$ cat src/rtl/fetch_stage.sv
// Instruction fetch stage: issues one outstanding word fetch at a time and buffers
// returned instructions in a 2-entry FIFO presented to decode.
module fetch_stage #(
  parameter logic [31:0] RESET_PC = 32'h0000_0000
) (
  input  logic        clk,
  input  logic        reset,
  output logic        imem_req,
  output logic [31:0] imem_addr,
  input  logic        imem_gnt,
  input  logic        imem_rvalid,
  input  logic [31:0] imem_rdata,
  input  logic        redirect,
  input  logic [31:0] redirect_pc,
  input  logic        d_ready,
  output logic        d_valid,
  output logic [31:0] d_instr,
  output logic [31:0] d_pc,
  output logic [31:0] d_pc_plus4
);

  localparam int unsigned XLEN  = 32;
  localparam int unsigned DEPTH = 2;
  localparam int unsigned CNT_W = 2;

  typedef enum logic [1:0] {
    ST_REQ   = 2'd0,
    ST_WAIT  = 2'd1,
    ST_DRAIN = 2'd2
  } state_e;

  state_e             state_q, state_d;
  logic [XLEN-1:0]    fpc_q, fpc_d;
  logic [XLEN-1:0]    pend_pc_q, pend_pc_d;
  logic [CNT_W-1:0]   cnt_q, cnt_d;
  logic               rd_ptr_q, rd_ptr_d;
  logic               wr_ptr_q, wr_ptr_d;
  logic [XLEN-1:0]    fifo_pc_q [DEPTH];
  logic [XLEN-1:0]    fifo_pc_d [DEPTH];
  logic [XLEN-1:0]    fifo_instr_q [DEPTH];
  logic [XLEN-1:0]    fifo_instr_d [DEPTH];

  logic req_c;
  logic grant_c;
  logic push_c;
  logic pop_c;
  logic unused_redirect_lo;

  assign unused_redirect_lo = ^redirect_pc[1:0];

  // Next-state: fetch sequencing, FIFO push/pop, redirect flush overriding everything
  always_comb begin
    state_d      = state_q;
    fpc_d        = fpc_q;
    pend_pc_d    = pend_pc_q;
    cnt_d        = cnt_q;
    rd_ptr_d     = rd_ptr_q;
    wr_ptr_d     = wr_ptr_q;
    fifo_pc_d    = fifo_pc_q;
    fifo_instr_d = fifo_instr_q;

    req_c   = (state_q == ST_REQ) && (cnt_q < CNT_W'(DEPTH));
    grant_c = req_c && imem_gnt;
    push_c  = (state_q == ST_WAIT) && imem_rvalid;
    pop_c   = (cnt_q != '0) && d_ready;

    unique case (state_q)
      ST_REQ: begin
        if (grant_c) begin
          pend_pc_d = fpc_q;
          fpc_d     = fpc_q + XLEN'(4);
          state_d   = ST_WAIT;
        end
      end
      ST_WAIT, ST_DRAIN: begin
        if (imem_rvalid) state_d = ST_REQ;
      end
      default: state_d = ST_REQ;
    endcase

    if (redirect) begin
      fpc_d    = {redirect_pc[31:2], 2'b00};
      cnt_d    = '0;
      rd_ptr_d = 1'b0;
      wr_ptr_d = 1'b0;
      // A response still owed by memory must be swallowed before fetching again
      state_d  = (grant_c || ((state_q != ST_REQ) && !imem_rvalid)) ? ST_DRAIN : ST_REQ;
    end else begin
      if (push_c) begin
        fifo_pc_d[wr_ptr_q]    = pend_pc_q;
        fifo_instr_d[wr_ptr_q] = imem_rdata;
        wr_ptr_d               = ~wr_ptr_q;
      end
      if (pop_c) rd_ptr_d = ~rd_ptr_q;
      cnt_d = cnt_q + CNT_W'(push_c) - CNT_W'(pop_c);
    end
  end

  always_ff @(posedge clk) begin
    if (reset) begin
      state_q      <= ST_REQ;
      fpc_q        <= RESET_PC;
      pend_pc_q    <= '0;
      cnt_q        <= '0;
      rd_ptr_q     <= 1'b0;
      wr_ptr_q     <= 1'b0;
      fifo_pc_q    <= '{default: '0};
      fifo_instr_q <= '{default: '0};
    end else begin
      state_q      <= state_d;
      fpc_q        <= fpc_d;
      pend_pc_q    <= pend_pc_d;
      cnt_q        <= cnt_d;
      rd_ptr_q     <= rd_ptr_d;
      wr_ptr_q     <= wr_ptr_d;
      fifo_pc_q    <= fifo_pc_d;
      fifo_instr_q <= fifo_instr_d;
    end
  end

  // Reset gating keeps the interface quiet for the whole reset window
  assign imem_req   = !reset && req_c;
  assign imem_addr  = fpc_q;
  assign d_valid    = !reset && (cnt_q != '0);
  assign d_instr    = d_valid ? fifo_instr_q[rd_ptr_q] : '0;
  assign d_pc       = d_valid ? fifo_pc_q[rd_ptr_q] : '0;
  assign d_pc_plus4 = d_valid ? (fifo_pc_q[rd_ptr_q] + XLEN'(4)) : '0;

endmodule
$ cat config.mk
export PLATFORM = sky130hd
export DESIGN_NAME = fetch_stage
export DESIGN_NICKNAME = d
export VERILOG_FILES = /design/src/rtl/fetch_stage.sv
export SDC_FILE = /design/constraint.sdc
export NUM_CORES = 1
export LEC_CHECK = 0
export ABC_AREA = 1
export BUFFER_PORTS_ARGS = -buffer_cell sky130_fd_sc_hd__buf_4
export CORE_MARGIN = 3
export CORE_UTILIZATION = 55
export DETAILED_ROUTE_END_ITERATION = 10
export GPL_TIMING_DRIVEN = 0
export PLACE_DENSITY = 0.8
export SYNTH_ARGS = -nofsm -noshare
export SYNTH_HDL_FRONTEND = slang
export SYNTH_SLANG_ARGS = --single-unit
$ cat constraint.sdc
create_clock -name clk -period 2.42 [get_ports clk]
set_input_delay 0.242 -clock clk [delete_from_list [all_inputs] [get_ports clk]]
set_output_delay 0.242 -clock clk [all_outputs]
set_load 0.005 [all_outputs]
==> results.toml <==
[finish]
layout_common_cells = "385 x nand2_1, 256 x nor2_1, 210 x buf_4"
layout.nets = 1884
final_common_cell = "nand2_1"
final_core_util_pct = 72.8
stdcell_area_mm2 = 0.0127
fillerInstances = 1509
n_antenna_cell = 0
seqCellArea_mm2 = 0.00380
final_layout_size_suffix_gt1_share_pct = 21.4
multi_input_area_mm2 = 0.00543
syn_to_final_growth_pct = 28.2

[global_route]
antenna_found_initial = 0
grt_pass1_wl_um = 49900
grt.total_usage_pct = 30.7
grt_max_degree = 18
first_global_vias = 10000
gr-total-overflow = 0

[drt]
drt_wl_total_um = 31300
vias = 11000
drt_iter0_markers = 934
wl_met3_um = 2820
routed.top_layer = "met4"
wl_met2_um = 14600
drt_pass1_iterations = 7
wl_per_cell_um = 15.3
wirelength_met1_um = 13000
drc_errors = 0
ant_nets = 0
routed_via_density = 5.37

[clock_tree]
clock_sinks = 190
ctsHoldBuffers = 0
h-tree-depth = 4
cts_root_buffer = "clkbuf_16"
clock_path_buffers = 2
cts_buffers = 17
tritoncts = "built"
clk_latency_ns = 0.44
path_clk_slew_ns = 0.07

[timing]
finalSetupViolations = 17
slew_headroom_pct = 58.1
finClkSkew_ns = 0.0115
fin_crit_sh_pct = 103
fmax_ghz = 0.401
worst_pin_slew_ns = 0.628
hold_viol = 0
whs_ns = 0.0293
setup_slack_ns = -0.0727
slew_violations = 0
period_needed_ns = 2.49
rsz0062_at_grt = "true"

[placement]
place_ws_ns = 0.0522
place_congestion = 0.964
dp_hpwl_um = 23000
placed_area_mm2 = 0.0117
port_buffers = 191

[run_status]
violations = "setup timing"
status = "finished with violations"

[floorplanning]
dieWidth_um = 140
fp.dieArea_mm2 = 0.0197
core_mm2 = 0.0175
die_h_um = 140
std_cell_rows = 48
boundaryPins = 200
initial_core_util_pct = 56.8

[critical_path]
r2r-start = "state_q[0]"
critPathRequiredTime_ns = 2.18
rrSetupSlack_ns = 0.25
end_kind = "output pin"
crit_fanout = 10
reg2regPathDepth = 11
crit_arrival_ns = 2.25
critPathLaunchType = "register"
crit_type = "register to output pin"
r2r-end = "imem_addr[20]"

[worst_hold_path]
hold_path.startpoint = "imem_rdata[7]"
min_delay_path_depth = 3
hold-path-endpoint = "fifo_instr_q[39]"
holdCritPathClass = "input pin to register"

[run]
cap_violations = 0

[synth]
synthDistinctLibCells = 36
avgSynthCellArea_um2 = 6.28
synth-seq-cells = 190
ys_seq_area_share_pct = 38.3
syn_inst = 1581
synth_area_mm2 = 0.00993
yosysWarnings = 0

[power]
ir_drop_mv = 0.493
power.leakage_nw = 5.94
p_per_area_mw_per_mm2 = 545
==> worst max-delay path by stage <==
stage	start	cells after the start	endpoint
2_1_floorplan	rd_ptr_q	13	d_pc_plus4[30]
3_5_place_dp	rd_ptr_q	12	d_pc_plus4[18]
5_1_grt	rd_ptr_q	13	d_pc_plus4[19]
6_report	rd_ptr_q	12	d_pc_plus4[14]
4_1_cts	rd_ptr_q	12	d_pc_plus4[14]
3_3_place_gp	rd_ptr_q	12	d_pc_plus4[18]
==> metal layers <==
metal / global-route usage (%) / vias up
li1: - / 5399
met1: 41.9 / 4993
met2: 49.9 / 525
met3: 4.44 / 65
met4: 10.9 / 0
met5: 0 / -
==> stage by stage <==
stage	setup TNS, ns	power (mW)	std cells
floorplan	0	3.81	1586
global placement	0	4.12	2002
detailed placement	0	4.14	2002
CTS	-0.501	6.92	2041
global route	-2.81	7.18	2046
finish	-0.632	6.93	2046
==> flip-flops by register name (all words and copies together) (netlist names) <==
signal / cells
cnt_q: 2
fifo_pc_q: 60
pend_pc_q: 30
rd_ptr_q: 1
state_q: 2
imem_addr: 30
wr_ptr_q: 1
fifo_instr_q: 64
==> power by group <==
| group | total [mW] | switching (mW) | leakage [nW] | internal [mW] |
|---|---|---|---|---|
| Sequential | 3.36 | 0.104 | 1.55 | 3.26 |
| Clock | 2.82 | 1.28 | 0.273 | 1.54 |
| Combinational | 0.755 | 0.465 | 4.12 | 0.290 |
| Total | 6.93 | 1.84 | 5.94 | 5.09 |
==> critical path, stage by stage, from the launching register on <==
cell and delay, ns:
dfxtp_2 0.32, buf_6 0.14, inv_6 0.05, buf_12 0.14, o21ai_4 0.17, ha_4 0.18
nand2_4 0.06, nor2_4 0.16, inv_2 0.08, nor2_4 0.14, xor2_1 0.16, nor2_1 0.07
buf_4 0.14
==> final cells by class <==
| class | count | share of cell area [%] |
|---|---|---|
| clock inverters | 14 | 1.26 |
| well taps | 225 | 2.21 |
| repair buffers | 203 | 12.0 |
| plain buffers | 90 | 3.68 |
| multi-input cells | 1141 | 42.7 |
| inverters | 165 | 4.92 |
| clock buffers | 18 | 3.37 |
| flip-flops and latches | 190 | 29.9 |
==> synth_stat cells <==
library cell,number,area [um^2]
a31oi_1,8,50.1
inv_6,1,8.76
inv_1,162,608
nand3_1,50,250
nand2_2,19,119
o21ai_0,182,911
buf_4,8,60.1
nor3_2,2,20.0
a211oi_1,2,15.0
buf_6,5,56.3
o21bai_1,1,7.51
o21ai_1,4,20.0
nand4_1,5,31.3
nor2_2,17,106
a21oi_1,110,551
nor2_1,279,1050
nor2_4,3,33.8
inv_2,1,3.75
or2_2,2,12.5
a22o_1,4,35.0
o211ai_1,2,15.0
conb_1,1,3.75
xnor2_1,2,17.5
o21ai_2,2,17.5
ha_1,6,75.1
buf_2,19,95.1
nand2_1,416,1560
buf_8,1,15.0
nor3_1,2,10.0
xor2_1,14,123
dfxtp_1,190,3800
nand3_2,1,10.0
buf_1,9,33.8
clkinv_1,1,3.75
clkbuf_1,48,180
nor3b_1,2,15.0
==> logic make-up (layout without fill, tap and decap cells) <==
logic type / after synthesis / in the layout / share of synthesized area [%]
other: 1 / 6 / 0.0378
buffers and inverters: 255 / 490 / 10.7
adder cells (fa/ha/maj): 6 / 6 / 0.756
flip-flops: 190 / 190 / 38.3
AO/OA/AOI/OAI: 315 / 315 / 16.3
XOR/XNOR: 16 / 16 / 1.41
AND/OR/NAND/NOR: 798 / 798 / 32.4
==> timing repair <==
item	CTS	global route
endpoints found under the hold margin	0	0
setup buffers	7	5
gates resized for setup	47	77
pin swaps	20	22
endpoints found under the setup margin	84	81
Power figures use the tool's default switching activity.
